<file path="src/rtl/cpu_bus_pkg.sv">
// rtl/cpu_bus_pkg.sv - shared types, size encodings and helpers for the CPU-side SRAM-like bridges
package cpu_bus_pkg;

    localparam int DATA_W = 32;

    typedef enum logic [1:0] {
        IDLE  = 2'd0,
        WAIT  = 2'd1,
        DONE  = 2'd2,
        DRAIN = 2'd3
    } bridge_state_t;

    localparam logic [1:0] SIZE_BYTE = 2'd0;
    localparam logic [1:0] SIZE_HALF = 2'd1;
    localparam logic [1:0] SIZE_WORD = 2'd2;

    // Reads (0000) and full-word stores both map to a word transfer.
    function automatic logic [1:0] wen_to_size(input logic [3:0] wen);
        case (wen)
            4'b0011, 4'b1100:                    wen_to_size = SIZE_HALF;
            4'b0001, 4'b0010, 4'b0100, 4'b1000:  wen_to_size = SIZE_BYTE;
            default:                             wen_to_size = SIZE_WORD;
        endcase
    endfunction

    // Byte-enable patterns the pipeline is allowed to produce.
    function automatic logic wen_legal(input logic [3:0] wen);
        case (wen)
            4'b0000, 4'b1111, 4'b0011, 4'b1100,
            4'b0001, 4'b0010, 4'b0100, 4'b1000: wen_legal = 1'b1;
            default:                            wen_legal = 1'b0;
        endcase
    endfunction

endpackage

</file>
<file path="src/rtl/sram_like_bridge_if.sv">
// rtl/sram_like_bridge_if.sv - SRAM-like bus between a bridge (master) and the AXI-facing side (slave)
interface sram_like_bridge_if #(
    parameter int ADDR_W = 32
);
    import cpu_bus_pkg::*;

    logic              req;
    logic              wr;
    logic [1:0]        size;
    logic [ADDR_W-1:0] addr;
    logic [DATA_W-1:0] wdata;
    logic              addr_ok;
    logic              data_ok;
    logic [DATA_W-1:0] rdata;

    modport master (
        output req, wr, size, addr, wdata,
        input  addr_ok, data_ok, rdata
    );

    modport slave (
        input  req, wr, size, addr, wdata,
        output addr_ok, data_ok, rdata
    );

endinterface

</file>
<file path="src/rtl/sram_like_bridge.sv">
// rtl/sram_like_bridge.sv - SRAM to SRAM-like converter with stall hold and abort drain
module sram_like_bridge
    import cpu_bus_pkg::*;
#(
    parameter int ADDR_W   = 32,
    parameter int WRITE_EN = 1
) (
    input  logic                clk,
    input  logic                rst,
    input  logic                sram_en,
    input  logic [3:0]          sram_wen,
    input  logic [ADDR_W-1:0]   sram_addr,
    input  logic [DATA_W-1:0]   sram_wdata,
    output logic [DATA_W-1:0]   sram_rdata,
    output logic                stall,
    input  logic                longest_stall,
    input  logic                abort,
    sram_like_bridge_if.master  bus
);

    localparam logic WRITES_OK = (WRITE_EN != 0);

    bridge_state_t     state;
    bridge_state_t     state_next;
    logic [DATA_W-1:0] hold_q;
    logic              req_c;
    logic              stall_c;
    logic              capture;

    // State register; reset drops any outstanding access back to IDLE.
    always_ff @(posedge clk or posedge rst) begin
        if (rst) begin
            state <= IDLE;
        end else begin
            state <= state_next;
        end
    end

    // Holding register only loads a response that belongs to a live access.
    always_ff @(posedge clk or posedge rst) begin
        if (rst) begin
            hold_q <= '0;
        end else if (capture) begin
            hold_q <= bus.rdata;
        end
    end

    // Next-state, request and stall decode.
    always_comb begin
        state_next = state;
        req_c      = 1'b0;
        stall_c    = 1'b0;
        capture    = 1'b0;
        case (state)
            IDLE: begin
                req_c   = sram_en & ~abort;
                stall_c = sram_en;
                if (sram_en && !abort && bus.addr_ok) begin
                    state_next = WAIT;
                end
            end
            WAIT: begin
                stall_c = sram_en;
                if (abort) begin
                    state_next = bus.data_ok ? IDLE : DRAIN;
                end else if (bus.data_ok) begin
                    state_next = DONE;
                    capture    = 1'b1;
                end
            end
            DONE: begin
                if (!longest_stall || abort) begin
                    state_next = IDLE;
                end
            end
            DRAIN: begin
                stall_c = sram_en;
                if (bus.data_ok) begin
                    state_next = IDLE;
                end
            end
            default: state_next = IDLE;
        endcase
    end

    // Outputs are forced quiet while reset is held so the bus sees no request.
    assign bus.req    = req_c & ~rst;
    assign stall      = stall_c & ~rst;
    assign bus.addr   = sram_addr;
    assign bus.wdata  = sram_wdata;
    assign bus.wr     = WRITES_OK & (|sram_wen);
    assign bus.size   = WRITES_OK ? wen_to_size(sram_wen) : SIZE_WORD;
    assign sram_rdata = hold_q;

    // Byte enables outside the legal set would be silently sent as a word.
    a_wen_legal: assert property (@(posedge clk) disable iff (rst)
        !(WRITES_OK && sram_en) || wen_legal(sram_wen));

endmodule

</file>
<file path="src/flat_wrapper.sv">
// flat-port wrapper written by rule: the top's interface ports become plain ports
module sram_like_bridge_flat import cpu_bus_pkg::*;
#(
    parameter int ADDR_W   = 32,
    parameter int WRITE_EN = 1
)
  (clk, rst, sram_en, sram_wen, sram_addr, sram_wdata, sram_rdata, stall, longest_stall, abort, bus_req, bus_wr, bus_size, bus_addr, bus_wdata, bus_addr_ok, bus_data_ok, bus_rdata);
  sram_like_bridge_if #(.ADDR_W(ADDR_W)) bus_i ();
  input  logic clk;
  input  logic rst;
  input  logic sram_en;
  input  logic [3:0] sram_wen;
  input  logic [ADDR_W-1:0] sram_addr;
  input  logic [DATA_W-1:0] sram_wdata;
  output logic [DATA_W-1:0] sram_rdata;
  output logic stall;
  input  logic longest_stall;
  input  logic abort;
  output wire logic [$bits(bus_i.req)-1:0] bus_req;
  output wire logic [$bits(bus_i.wr)-1:0] bus_wr;
  output wire logic [$bits(bus_i.size)-1:0] bus_size;
  output wire logic [$bits(bus_i.addr)-1:0] bus_addr;
  output wire logic [$bits(bus_i.wdata)-1:0] bus_wdata;
  input wire logic [$bits(bus_i.addr_ok)-1:0] bus_addr_ok;
  input wire logic [$bits(bus_i.data_ok)-1:0] bus_data_ok;
  input wire logic [$bits(bus_i.rdata)-1:0] bus_rdata;
  assign bus_req = bus_i.req;
  assign bus_wr = bus_i.wr;
  assign bus_size = bus_i.size;
  assign bus_addr = bus_i.addr;
  assign bus_wdata = bus_i.wdata;
  assign bus_i.addr_ok = bus_addr_ok;
  assign bus_i.data_ok = bus_data_ok;
  assign bus_i.rdata = bus_rdata;
  sram_like_bridge #(.ADDR_W(ADDR_W), .WRITE_EN(WRITE_EN)) u_core (.clk(clk), .rst(rst), .sram_en(sram_en), .sram_wen(sram_wen), .sram_addr(sram_addr), .sram_wdata(sram_wdata), .sram_rdata(sram_rdata), .stall(stall), .longest_stall(longest_stall), .abort(abort), .bus(bus_i));
endmodule
</file>
<file path="config.mk">
export PLATFORM = sky130hd
export DESIGN_NAME = sram_like_bridge_flat
export DESIGN_NICKNAME = d
export VERILOG_FILES = /design/src/rtl/cpu_bus_pkg.sv /design/src/rtl/sram_like_bridge_if.sv /design/src/rtl/sram_like_bridge.sv /design/src/flat_wrapper.sv
export SDC_FILE = /design/constraint.sdc
export NUM_CORES = 1
export LEC_CHECK = 0
export ABC_CLOCK_PERIOD_IN_PS = 1900
export CORE_MARGIN = 2
export CORE_UTILIZATION = 28
export CTS_BUF_LIST = sky130_fd_sc_hd__clkbuf_16
export CTS_CLUSTER_SIZE = 40
export DETAILED_ROUTE_END_ITERATION = 6
export PLACE_DENSITY = 0.89
export SYNTH_ARGS = -nofsm -noshare
export SYNTH_HDL_FRONTEND = slang
export SYNTH_SLANG_ARGS = --single-unit
</file>
<file path="constraint.sdc">
create_clock -name clk -period 1.9 [get_ports clk]
set_input_delay 0.38 -clock clk [delete_from_list [all_inputs] [get_ports clk]]
set_output_delay 0.38 -clock clk [all_outputs]
set_load 0.05 [all_outputs]
</file>
# After elaboration in Yosys (flattened, before gate mapping)
# Cells that the tools add are included.
# totals
romBits	0
elab_cells	44
n_memories	0
in_bits	107
latchBits	0
register_bits	34
ram_bits	0
# op_classes
multipliers	0
n_shift	0
addsub	0
n_eq_ne	13
n_div	0
order_cmp	0
bitwise	5
n_mux	13
reduce_logical	11
# op_table
operator	count
$mux 2	6
$eq 4x2->1 const B	2
$eq 4x4->1 const B	2
$pmux 2 s4	1
$reduce_or 4->1	2
$mux 1	5
$eq 2x2->1 const B	2
$eq 4x1->1 const B	1
$eq 4x3->1 const B	1
$ne 2x1->1 const B	2
$pmux 2 s2	1
$reduce_and 4->1	1
$and 1x1->1	3
$ne 3x3->1 const B	1
$reduce_or 3->1	1
$eq 2x1->1 const B	1
$logic_and 1x1->1	2
$logic_not 1->1	2
$logic_not 2->1	1
$ne 2x2->1 const B	1
$not 1->1	2
$reduce_or 2->1	1
$logic_or 1x1->1	1

# Longest topological paths before layout
# depth
depth_word	5
depth_mapped	4
mapped_depth_nobuf	2

# Worst setup path before layout
# OpenSTA, ideal clock, no wires.
# synth_timing
path_kind	register to output
start	register u_core.state[0]
end	output bus_req
stages_incl_launch_ff	3
n_path_buf	0
setup_slack_ps	78
t_arrival_ps	1442
required_time_ps	1520
path_cell_list	dfrtp_1 -> or3_1 -> nor2_1
# synth_via
elab_chain_len	3
# synth_lines
element	line_no	text
start, declared	sram_like_bridge.sv:23	bridge_state_t state;
start signal, assigned	sram_like_bridge.sv:35	state <= state_next;
$logic_not 2->1	sram_like_bridge.sv:54	case (state)
$mux 1	sram_like_bridge.sv:54	
$and 1x1->1	sram_like_bridge.sv:87	assign bus.req = req_c & ~rst;
end, declared	flat_wrapper.sv:19	output wire logic [$bits(bus_i.req)-1:0] bus_req;
# Every way passes these cells.

# Worst setup path in the final report
# layout_timing
start	input abort
end	output bus_req
# layout_via
elab_chain_len	4
# layout_lines
element	line_no	text
start, declared	flat_wrapper.sv:18	input logic abort;
$not 1->1	sram_like_bridge.sv:56	req_c = sram_en & ~abort;
$and 1x1->1	sram_like_bridge.sv:56	
$mux 1	sram_like_bridge.sv:54	
$and 1x1->1	sram_like_bridge.sv:87	
# Every way passes these cells.

==> metrics <==
status finished, final reports clean; Warnings, synthesis 0; Overflow after GRT 0; VDD IR max 0.000832 V; post-synthesis sequential area ratio 45.7%; layout cells sized above 1 30.5%; #FFs+latches synth 34; Rows 29; Synth Area per Inst 12.2 um2; Port Buffers 79; Final Max Slew Viols 0; WL/cell 14.5 um; via count 1127; Antenna Nets Post-Route 0; CP arrival 1.48 ns; Leak 1.04 nW; Reg clk slew, reported paths 0.06 ns; vias per cell 4.44; most common cell after layout, fill and taps aside clkdlybuf4s50_1; Worst Path Max Fanout 4; Crit. End Element output pin; total CTS buffers 5; Final Hold Viols 0; clk_lat worst skew 0.27 ns; crit path kind primary input to output pin; Startpoint Class primary input; CTS max path bufs 2; Max H-tree Level 2; setup TNS 0 ns; fillers 598; Total Power 0.00384 W; GRT Overall Usage 10.2%; Syn Inst Count 153; Syn Std Cell Area 0.00186 mm2; Die X 85.5 um; detailed placement HPWL 2910 um; Least-Margin Pin Slew 0.508 ns; Pre-antenna DRT Iters 2; core area 0.00639 mm2; Starting DRT DRC Count 22; Power Density 1550 mW/mm2; normalized max-slew margin 66.0%; DIE AREA 0.00731 mm2; final setup fails 0; gpl congestion 0.689; Tcrit/Tclk final 98.0%; Max Freq 0.537 GHz; commonest cells after routing, fill and taps aside 73 x clkdlybuf4s50_1, 34 x dfrtp_1, 32 x mux2_2, 7 x buf_12, 5 x clkbuf_16; Sink Count 34; clock root cell clkbuf_16; Max-Cap Viols 0; routed wire length 3690 um; die height 85.5 um; WP data required 1.52 ns; Fin Clk Skew 0.00755 ns; I/O Pins 208; area delta synth->final 33.6%; CTS tree yes; initial core utilization 29.1%; Ant. Diodes 0; DRC errors left 0; post-layout min period 1.86 ns; vias in the first global route 1200; Cell variety after synth 18; Min-Delay Path Class primary input to async pin; first-pass GRT wire length 5780 um; initial antenna violation count 0; pin count of the biggest net entering global routing 23; syn nets 260; nets 283
[cells in the mapped netlist]
cell / n / area [um2]
a21oi_1: 1 / 5.00
a31o_2: 1 / 8.76
and3b_1: 2 / 17.5
and4bb_1: 1 / 12.5
and4bb_2: 1 / 12.5
buf_4: 66 / 495
buf_6: 2 / 22.5
dfrtp_1: 34 / 851
inv_1: 2 / 7.51
mux2_2: 32 / 360
nand2_1: 2 / 7.51
nand2b_1: 1 / 6.26
nor2_1: 3 / 11.3
nor4bb_1: 1 / 10.0
o22ai_1: 1 / 6.26
or3_1: 1 / 6.26
or4_4: 1 / 11.3
xnor2_1: 1 / 8.76
[path summary, 6_finish.rpt]
| path | startpoint | endpoint | slack (ns) | cells after the start |
|---|---|---|---|---|
| max | abort | bus_req | 0.04 | 4 |
| min in group clk | u_core.sram_rdata[12] | u_core.sram_rdata[12] | 0.50 | 1 |
| max reg2reg | u_core.state[1] | u_core.sram_rdata[11] | 0.37 | 3 |
| max in group asynchronous | rst | u_core.sram_rdata[26] | 1.16 | 3 |
| min reg2reg | u_core.sram_rdata[12] | u_core.sram_rdata[12] | 0.50 | 1 |
| min | rst | u_core.sram_rdata[30] | 0.47 | 3 |
[registers in the layout, summed over array words and instances (netlist names)]
register and count:
u_core.state 2, u_core.sram_rdata 32
[cells by family after synthesis]
kind of cell | synth area share, %
AO/OA/AOI/OAI | 1.08
XOR/XNOR | 0.471
buffers and inverters | 28.2
flip-flops | 45.7
multiplexers | 19.4
AND/OR/NAND/NOR | 5.11
[final cells by class]
class                   instances  area, um2  share of cell area, %
flip-flops and latches         34        851                   34.2
inverters                       2       7.51                  0.302
multi-input cells              49        492                   19.8
clock inverters                 3       12.5                  0.504
well taps                      77       96.3                   3.88
repair buffers                 84        901                   36.3
clock buffers                   5        125                   5.04
[critical path, stage by stage]
cell	delay, ns
clkdlybuf4s50_1	0.45
or3_4	0.36
nor2_2	0.14
buf_12	0.15
[repair_timing]
item,CTS,global route
pin swaps,0,1
endpoints found under the setup margin,1,1
hold buffers,0,0
gates resized for setup,1,1
endpoints found under the hold margin,0,0
setup buffers,0,0
[per-layer routing]
| layer | vias to the layer above | global-route usage [%] | share of wire (%) |
|---|---|---|---|
| met4 | 0 | 6.49 | 3.8 |
| met1 | 536 | 10.4 | 35 |
| li1 | 487 | - | - |
| met3 | 24 | 4.33 | 12 |
| met5 | - | 0 | 0 |
| met2 | 80 | 17.2 | 49 |
[per-stage QoR]
stage / area [um2] / utilization (%) / hold WS (ns) / cells / setup slack [ns]
global route: 2480 / 38.9 / 0.515 / 254 / -0.0100
detailed placement: 2340 / 36.6 / 0.494 / 246 / -0.0525
floorplan: 1860 / - / 0.479 / 153 / 0.0776
global placement: 2340 / 36.6 / 0.490 / 246 / -0.00607
finish: 2480 / 38.9 / 0.473 / 254 / 0.0385
CTS: 2480 / 38.8 / 0.488 / 254 / 0.0199
[power breakdown]
part	switching, W	internal (W)
Sequential	0.000138	0.000995
Clock	0.000272	0.000473
Combinational	0.00121	0.000749
Note: power is estimated with default switching activity, not from simulation.
